==> config.mk <==
export PLATFORM = sky130hd
export DESIGN_NAME = d05200_otp_ctrl
export DESIGN_NICKNAME = d
export VERILOG_FILES = /design/src/rtl/d05200_otp_ctrl.sv
export SDC_FILE = /design/constraint.sdc
export NUM_CORES = 1
export LEC_CHECK = 0
export CORE_MARGIN = 2
export CORE_UTILIZATION = 55
export DETAILED_ROUTE_END_ITERATION = 6
export PLACE_DENSITY_LB_ADDON = 0.05
export SLEW_MARGIN = 5
export SYNTH_ARGS = -nofsm -noshare
export SYNTH_HDL_FRONTEND = slang
export SYNTH_SLANG_ARGS = --single-unit
==> constraint.sdc <==
create_clock -name clk -period 5.9 [get_ports clk]
set_clock_uncertainty 0.2 [all_clocks]
set_input_delay 1.475 -clock clk [delete_from_list [all_inputs] [get_ports clk]]
set_output_delay 1.475 -clock clk [all_outputs]
set_load 0.01 [all_outputs]
==> src/rtl/d05200_otp_ctrl.sv <==
// OTP macro controller: boot-time trim load followed by host read and program/verify access.
// Every macro strobe and host-facing output is a flop, loaded from the next-state value.
module d05200_otp_ctrl #(
  parameter int T_RD       = 4,
  parameter int T_PG       = 200,
  parameter int BOOT_WORDS = 2
) (
  input  logic       clk,
  input  logic       rst_n,
  input  logic       req_vld,
  output logic       req_rdy,
  input  logic       req_wr,
  input  logic [6:0] req_addr,
  input  logic [7:0] req_wdata,
  input  logic       prog_en,
  output logic       rsp_vld,
  output logic [7:0] rsp_rdata,
  output logic       rsp_err,
  output logic       boot_done,
  output logic [7:0] lcfr,
  output logic [7:0] hcfr,
  output logic       otp_cs,
  output logic       otp_read,
  output logic       otp_prog,
  output logic [6:0] otp_addr,
  output logic [7:0] otp_dati,
  input  logic [7:0] otp_dato
);

  localparam logic [3:0] IDLE     = 4'd0;
  localparam logic [3:0] BOOT     = 4'd1;
  localparam logic [3:0] RD_SU    = 4'd2;
  localparam logic [3:0] RD_PULSE = 4'd3;
  localparam logic [3:0] RD_HOLD  = 4'd4;
  localparam logic [3:0] PG_SU    = 4'd5;
  localparam logic [3:0] PG_PULSE = 4'd6;
  localparam logic [3:0] PG_HOLD  = 4'd7;
  localparam logic [3:0] VERIFY   = 4'd8;
  localparam logic [3:0] RESP     = 4'd9;

  // A 16-bit counter covers the longest legal program pulse without wrapping.
  localparam logic [15:0] RD_LAST   = 16'(T_RD - 1);
  localparam logic [15:0] PG_LAST   = 16'(T_PG - 1);
  localparam logic [2:0]  BOOT_LAST = 3'(BOOT_WORDS - 1);

  logic [3:0]  state;
  logic [3:0]  next_state;
  logic [15:0] cnt;
  logic [2:0]  boot_idx;
  logic        req_wr_q;
  logic [7:0]  rd_byte;
  logic        accept;
  logic        rd_last;
  logic        pg_last;
  logic        boot_last;
  logic        boot_done_next;
  logic        in_pulse;

  assign accept         = (state == IDLE) && req_rdy && req_vld;
  assign rd_last        = (state == RD_PULSE) && (cnt == RD_LAST);
  assign pg_last        = (state == PG_PULSE) && (cnt == PG_LAST);
  assign boot_last      = (boot_idx == BOOT_LAST);
  assign boot_done_next = boot_done || ((state == RD_HOLD) && boot_last);
  assign in_pulse       = (state == RD_PULSE) || (state == PG_PULSE);

  // NOTE: next_state gets its default before the case so no path leaves it unassigned (no latch).
  always_comb begin
    next_state = state;
    case (state)
      IDLE: begin
        if (!boot_done)  next_state = BOOT;
        else if (accept) next_state = !req_wr ? RD_SU : (prog_en ? PG_SU : RESP);
      end
      // BOOT and VERIFY double as the one-cycle read setup phase of their read.
      BOOT, RD_SU, VERIFY: next_state = RD_PULSE;
      RD_PULSE: if (rd_last) next_state = RD_HOLD;
      RD_HOLD: begin
        if (!boot_done) next_state = boot_last ? IDLE : BOOT;
        else            next_state = RESP;
      end
      PG_SU:    next_state = PG_PULSE;
      PG_PULSE: if (pg_last) next_state = PG_HOLD;
      PG_HOLD:  next_state = VERIFY;
      RESP:     next_state = IDLE;
      default:  next_state = IDLE;
    endcase
  end

  // NOTE: all state is updated with non-blocking assignments so every flop samples pre-edge values.
  always_ff @(posedge clk or negedge rst_n) begin
    if (!rst_n) begin
      state     <= IDLE;
      cnt       <= '0;
      boot_idx  <= '0;
      req_wr_q  <= 1'b0;
      rd_byte   <= '0;
      req_rdy   <= 1'b0;
      rsp_vld   <= 1'b0;
      rsp_rdata <= '0;
      rsp_err   <= 1'b0;
      boot_done <= 1'b0;
      lcfr      <= '0;
      hcfr      <= '0;
      otp_cs    <= 1'b0;
      otp_read  <= 1'b0;
      otp_prog  <= 1'b0;
      otp_addr  <= '0;
      otp_dati  <= '0;
    end else begin
      state     <= next_state;
      otp_cs    <= (next_state != IDLE) && (next_state != RESP);
      otp_read  <= (next_state == RD_PULSE);
      otp_prog  <= (next_state == PG_PULSE);
      boot_done <= boot_done_next;
      req_rdy   <= (next_state == IDLE) && boot_done_next;
      rsp_vld   <= (next_state == RESP);
      cnt       <= (in_pulse && (next_state == state)) ? cnt + 16'd1 : 16'd0;

      if ((state == IDLE) && !boot_done) begin
        boot_idx <= '0;
        otp_addr <= '0;
      end
      if ((state == RD_HOLD) && !boot_done && !boot_last) begin
        boot_idx <= boot_idx + 3'd1;
        otp_addr <= 7'(boot_idx + 3'd1);
      end

      if (accept) begin
        otp_addr <= req_addr;
        req_wr_q <= req_wr;
        if (req_wr) otp_dati <= req_wdata;
      end

      if (rd_last) begin
        rd_byte <= otp_dato;
        if (!boot_done && (boot_idx == 3'd0)) lcfr <= otp_dato;
        if (!boot_done && (boot_idx == 3'd1)) hcfr <= otp_dato;
      end

      if (next_state == RESP) begin
        if (state == IDLE) begin
          rsp_rdata <= '0;
          rsp_err   <= 1'b1;
        end else begin
          rsp_rdata <= rd_byte;
          rsp_err   <= req_wr_q && (rd_byte != otp_dati);
        end
      end
    end
  end

endmodule
; ---- Word-level counts from Yosys, hierarchy flattened
; Index checks and enable logic that the tools add are counted.
[totals]
regBits = 78
inputBits = 28
out_inout_bits = 46
word_cells = 82
[classes]
addsub = 3
n_eq_ne = 17
mux = 17
n_reduce_logical = 28
[ops]
columns = cell, count
row1 = 4-bit two-way mux, 7
row2 = 4-bit one-hot mux with 7 select lines, 1
row3 = 7-bit two-way mux, 3
row4 = 4-bit by 3-bit == test with 1-bit output (second input constant), 5
row5 = 16-bit by 1-bit adder with 16-bit output (second input constant), 1
row6 = 16-bit by 2-bit == test with 1-bit output (second input constant), 1
row7 = 16-bit by 8-bit == test with 1-bit output (second input constant), 1
row8 = 16-bit two-way mux, 1
row9 = 1-bit logical AND, 14
row10 = 4-bit by 2-bit == test with 1-bit output (second input constant), 3
row11 = 4-bit == test (second input constant), 2
row12 = 4-bit logical NOT, 2
row13 = 8-bit two-way mux, 1
row14 = 8-bit inequality test, 1
row15 = 3-bit two-way mux, 2
row16 = 2-bit AND reduction, 3
row17 = 3-bit by 1-bit adder with 4-bit output (second input constant), 1
row18 = 4-bit by 1-bit == test with 1-bit output (second input constant), 1
row19 = 4-bit == test, 1
row20 = 4-bit inequality test (second input constant), 1
row21 = 4-bit nonzero test, 1
row22 = 3-bit by 1-bit adder with 3-bit output (second input constant), 1
row23 = 3-bit by 1-bit == test with 1-bit output (second input constant), 1
row24 = 3-bit logical NOT, 1
row25 = other kinds (6), 9

; ---- Longest topological paths before layout
; Gate-level depths: netlist of the first run.
[logic_depth]
word_depth = 9
mapped_depth = 8
depth_no_buf = 7

; ---- Worst setup path after synthesis of the first run
; OpenSTA, ideal clock, no wires.
[synth_timing]
path_kind = input -> register
from = input req_vld
to = register rsp_err
setup_ns = 0.125
arrival_ns = 2.477
required_ns = 5.575
slack_ns = 3.098
stages = 5
path_buffers = 0
path_cell_list = nand3_1 > nor3_1 > o21bai_1 > a41oi_2 > mux2_2
[synth_via]
elab_chain_len = 5
[synth_rtl]
columns = element, line_no
row1 = "start, declared", 10  ; input logic req_vld,
row2 = 1-bit logical AND, 59  ; assign accept = (state == IDLE) && req_rdy && req_vld;
row3 = 4-bit two-way mux, 72  ; else if (accept) next_state = !req_wr ? RD_SU : (prog_en ? PG_SU : RESP);
row4 = 4-bit two-way mux, 71  ; if (!boot_done) next_state = BOOT;
row5 = 4-bit one-hot mux with 7 select lines, 69  ; case (state)
row6 = 4-bit == test, 140  ; if (next_state == RESP) begin
row7 = "end signal, assigned", 146  ; rsp_err <= req_wr_q && (rd_byte != otp_dati);
row8 = "end, declared", 18  ; output logic rsp_err,
; No other way between the ends.
; A chain may end at the register's enable or synchronous reset.

; ---- Final worst setup path of the first run
; Same ends and word-level chain as after synthesis.

==> metrics, run 1 <==
fin util=71.4%; number of CTS-inserted buffers=9; number of optimization iterations in the first detailed-route pass=4; final std cells w/o fill=461; Pins Over Slew Limit=0; critical path launch point type=input port; vias per cell=5.51; clk root buf=clkbuf_8; Synth Instances=308; Avg WL per Cell=16.1 um; count of warnings emitted by yosys=0; Routed met1 length=3.35 mm; clock period minus final worst setup slack=3.57 ns; TritonCTS clock tree=yes; longest individual stage delay on the worst path=0.65 ns; area growth from synthesis to layout=25.5%; DRC violation count after routing=0; portion of the clock cycle consumed by the worst path in the final layout=60.5%; endpoint arrival time on the critical path=3.61 ns; status=complete, no violations; Overall Global Routing Usage=21.2%; most frequent standard cell in the layout excluding fill and tap cells=dfrtp_1; uppermost signal routing layer after detailed routing=met4; number of endpoints with negative hold slack in the final report=0; Required @ worst endpoint=5.94 ns; classification of the worst setup path=in2reg; RSZ-0062 raised after global routing=no; antenna viol nets, final=0; area share of the largest cell type after synthesis=54.0%; met3 routed wirelength=422 um; number of diodes added for antenna fixing=0; post-CTS clock slew at the launch and capture registers of the worst setup and hold paths=0.08 ns; total met2 wirelength after detailed routing=3.54 mm; Synth area leader=dfrtp_1; Least-Margin Pin Slew=0.977 ns; total leakage power=1.92 nW; number of enable-type register cells in the synthesized netlist=0; Die Span X=85.1 um; Initial Util=56.9%; number of port buffers=73; share of the yosys chip area belonging to registers=54.0%; Power Dens Cells=393 nW/um^2; most used cells in the layout excluding fill and tap cells=dfrtp_1, clkdlybuf4s50_1, nand2_1, mux2_2, a21oi_1; most area-consuming cells after synthesis=dfrtp_1, mux2_2, xor2_1; cells along the critical path=clkdlybuf4s50_1 -> nand3_1 -> nor3_1 -> o21bai_1 -> a41oi_2 -> mux2_2; setup TNS after final layout=0 ns; nature of the critical path endpoint=register; most frequently used flop master after synthesis=dfrtp_1; level count of the clock H-tree=3; max-capacitance violation count=0; clock insertion delay at the later pin of the skew report=0.35 ns; Hold Worst Slack=0.299 ns; core outline area=6350 um^2; headroom to the max-slew limit=34.9%; chip height=85.1 um; pin count of the biggest net entering global routing=79; worst min path class=reg2reg; clk sinks=78; first-pass GRT wire length=12.0 mm; depth of the most critical reg-to-reg path=6; final weighted congestion in routability-driven placement=0.802; share of post-route cells with drive strength above 1=14.8%; setup fix buffers added after clock tree synthesis=0; fraction of synthesis flops using an asynchronous set or reset pin=100%; crit-path max FO=11; # placed instances=445; total number of vias=2542; vias in the first global route=2542; final WL=7.40 mm; Post-Syn Nets=340; HPWL Detailed=5.17 mm; number of cell rows=29; post-synthesis sequential element count=78; placement-stage worst setup slack=1.99 ns; number of buffers inserted for hold repair after clock tree synthesis=0; Unique masters post-synth=50; cell with the biggest individual delay on the critical path=a41oi_2; number of design-rule violations left by the first detailed-router iteration=131; Final Setup Violations=0; post-synthesis cell area=3610 um^2; highest clock frequency the design can meet=0.280 GHz; average footprint of a synthesized cell=11.7 um^2; worst IR drop on VDD=257 uV; number of antenna violations at the first check in global routing=0; WHS Path Cells=1; Die Area=7230 um^2; I/O pins=74; GR Overflow Total=0; cts repair resizes=0; deepest clock path buffer count=2; post-layout worst setup margin=2.33 ns; final net count=411
[cell usage after synthesis (5+ instances only)]
master	count
nor3_1	6
xor2_1	14
mux2i_1	8
mux2_2	28
and3_1	6
mux2_1	5
dfrtp_1	78
nand2_1	28
clkbuf_1	5
xnor2_1	11
nor2_1	7
nand3_1	10
o21ai_0	12
a21oi_1	17
nand4_1	8
inv_1	14
[final timing paths]
kind	start	to	slack, ns
min	cnt[0]	cnt[0]	0.30
min in group asynchronous	rst_n	otp_prog	1.05
max	req_vld	rsp_err	2.33
max in group asynchronous	rst_n	rsp_rdata[7]	3.79
min reg2reg	cnt[0]	cnt[0]	0.30
max reg2reg	cnt[0]	rsp_err	2.84
[cell type report]
| cell class | count | area [um^2] |
|---|---|---|
| Tap cell | 77 | 96.3 |
| Timing Repair Buffer | 74 | 736 |
| Sequential cell | 78 | 1950 |
| Inverter | 14 | 52.6 |
| Clock buffer | 11 | 141 |
| Clock inverter | 5 | 35.0 |
| Fill cell | 479 | 1820 |
| Multi-Input combinational cell | 202 | 1520 |
[stage by stage]
| step | area, um^2 | power [mW] |
|---|---|---|
| after global placement | 4360 | 1.42 |
| after global routing | 4530 | 1.90 |
| after CTS | 4530 | 1.80 |
| final | 4530 | 1.78 |
| after detailed placement | 4360 | 1.44 |
| after floorplan | 3610 | 1.15 |
[layer usage]
metal / global-route usage (%) / up-vias
met5: 0 / -
met4: 7.07 / 0
met3: 8.07 / 8
met2: 34.1 / 52
met1: 26.6 / 1254
li1: - / 1228
[state kept, by name, indices dropped and copies added, names as in the netlist, 3 cells and up]
register   flops
boot_idx       3
rsp_rdata      8
otp_dati       8
lcfr           8
cnt           16
rd_byte        8
state          4
hcfr           8
otp_addr       7
[power breakdown]
group / total (mW) / switching (mW) / internal, mW
registers: 0.808 / 0.133 / 0.674
logic: 0.620 / 0.281 / 0.339
clock network: 0.355 / 0.192 / 0.163
[worst max-delay path: cells and delay by family]
kind,cells,cell delay (ns)
simple gates,2,0.43
buf+inv,1,0.50
mux,1,0.41
compound gates,2,0.81
[cells by family after synthesis]
logic type / count (synthesis) / synth area share, %
and+or+nand+nor: 88 / 14.4
muxes: 41 / 12.5
adders and majority gates: 4 / 1.39
AOI/OAI and AO/OA: 44 / 7.76
buffers and inverters: 28 / 3.88
xor gates and xnor gates: 25 / 6.06
DFF: 78 / 54.0
Power figures use the tool's default switching activity.
==> run 2: changes to the inputs <==
- CORE_UTILIZATION: 55 -> 46
- clock period: 5.9 -> 3.2 ns (I/O delays scaled with it)
==> metrics, run 2 (synthesis gave the netlist of run 1 again) <==
number of endpoints with negative hold slack in the final report=0 (unchanged); most used cells in the layout excluding fill and tap cells=dfrtp_1, clkdlybuf4s50_1, nand2_1, mux2_2, a21oi_1; chip height=92.6 um (+8.9%); setup TNS after final layout=0 ns (unchanged); share of post-route cells with drive strength above 1=16.4% (+1.6 points); HPWL Detailed=5.26 mm (+1.9%); portion of the clock cycle consumed by the worst path in the final layout=82.7%; Die Span X=92.6 um (+8.9%); Avg WL per Cell=15.0 um (-6.8%); total leakage power=1.97 nW (+3.1%); number of buffers inserted for hold repair after clock tree synthesis=0 (unchanged); number of port buffers=73 (unchanged); clock period minus final worst setup slack=2.65 ns; area of all placed cells without fillers=4650 um^2 (+2.5%); number of optimization iterations in the first detailed-route pass=4 (unchanged); clk sinks=78 (unchanged); classification of the worst setup path=reg2reg; number of design-rule violations left by the first detailed-router iteration=86 (-34%); final net count=417 (+1.5%); Top reg by flops=cnt; TritonCTS clock tree=yes; clk root buf=clkbuf_8; pin count of the biggest net entering global routing=46 (-42%); I/O pins=74 (unchanged); setup fix buffers added after clock tree synthesis=0 (unchanged); GR Overflow Total=0 (unchanged); final weighted congestion in routability-driven placement=0.847 (+5.7%); status=complete, no violations; critical path launch point type=register; antenna viol nets, final=0 (unchanged); DRC violation count after routing=0 (unchanged); post-CTS clock slew at the launch and capture registers of the worst setup and hold paths=0.08 ns (about the same); Least-Margin Pin Slew=0.657 ns (-0.319 ns); Initial Util=47.0% (-9.9 points); core outline area=7690 um^2 (+21%); worst IR drop on VDD=314 uV (+22%); Power Dens Cells=727 nW/um^2 (+85%); Pins Over Slew Limit=0 (unchanged); post-placement cell area=4450 um^2 (+2.0%); RSZ-0062 raised after global routing=no; total number of vias=2546 (+0.16%); area growth from synthesis to layout=28.6%; Die Area=8580 um^2 (+19%); deepest clock path buffer count=2 (unchanged); highest clock frequency the design can meet=0.378 GHz; crit-path max FO=8 (-3); worst min path class=in2async; Required @ worst endpoint=3.23 ns (-2.71 ns); clock insertion delay at the later pin of the skew report=0.34 ns (about the same); number of cell rows=32 (+10%); flip-flop count of the largest register, all copies and words added=16 (unchanged); endpoint arrival time on the critical path=2.68 ns (-0.93 ns); vias in the first global route=2595 (+2.1%); cts repair resizes=0 (unchanged); headroom to the max-slew limit=56.0% (+21 points); Final Setup Violations=0 (unchanged); max-capacitance violation count=0 (unchanged); nature of the critical path endpoint=register; vias per cell=5.17 (-6.2%); number of antenna violations at the first check in global routing=0 (unchanged); final WL=7.36 mm (-0.54%); first-pass GRT wire length=12.6 mm (+4.8%); number of CTS-inserted buffers=9 (unchanged); number of diodes added for antenna fixing=0 (unchanged); Overall Global Routing Usage=18.7% (-2.5 points); most frequent standard cell in the layout excluding fill and tap cells=dfrtp_1; level count of the clock H-tree=3 (unchanged)
[run 2: cell types whose count changed in the layout (fill, tap and decap cells not counted), sizes merged]
cell      previous run  this run
clkinvlp             4         0
buf                  2         8
clkinv               1         6
bufinv               0         1
clkbuf              11         9
[run 2: per-layer routing]
metal | up-vias | track usage (%) | wire [um]
met5 | - | 0 | 0
met4 | 0 | 6.37 | 92
met3 | 9 | 6.59 | 442
met2 | 59 | 27.8 | 3430
met1 | 1246 | 25.6 | 3400
li1 | 1232 | - | -
[run 2: cell type report]
| type | instances | area, um^2 |
|---|---|---|
| clock buffers | 9 | 124 |
| inverters | 14 | 52.6 |
| well taps | 102 | 128 |
| flip-flops and latches | 78 | 1950 |
| fillers | 674 | 3040 |
| repair buffers | 80 | 793 |
| multi-input cells | 202 | 1520 |
| clock inverters | 7 | 75.1 |
[run 2: path summary, 6_finish.rpt]
| check | startpoint | end | slack, ns | cells past startpoint |
|---|---|---|---|---|
| setup / recovery | cnt[0] | rd_byte[1] | 0.55 | 6 |
| hold / removal | rst_n | state[1] | 0.25 | 1 |
| setup reg to reg | cnt[0] | rd_byte[1] | 0.55 | 6 |
| hold reg to reg | cnt[0] | cnt[0] | 0.30 | 1 |
| max in group asynchronous | rst_n | rsp_rdata[2] | 1.96 | 2 |
| min in group clk | cnt[0] | cnt[0] | 0.30 | 1 |
[run 2: critical path: stages (launching register included)]
cell,delay [ns]
dfrtp_1,0.41
ha_1,0.23
nor4b_2,0.37
nand4_1,0.19
nor4_2,0.50
buf_4,0.29
mux2_2,0.35
[run 2: metrics by stage]
stage	util, %	total power, mW	worst slack, ns	cells	hold WS [ns]
2_1_floorplan	-	2.13	0.984	308	0.262
3_3_place_gp	57.8	2.66	0.435	476	0.273
3_5_place_dp	57.8	2.68	0.279	476	0.285
4_1_cts	60.4	3.43	0.537	492	0.265
5_1_grt	60.4	3.62	0.252	492	0.288
6_report	60.4	3.38	0.554	492	0.254
[run 2: report_power, final]
group	internal (mW)	total, mW	switching, mW
sequential	1.24	1.49	0.243
combinational	0.644	1.17	0.523
clock	0.363	0.726	0.364
total	2.25	3.38	1.13
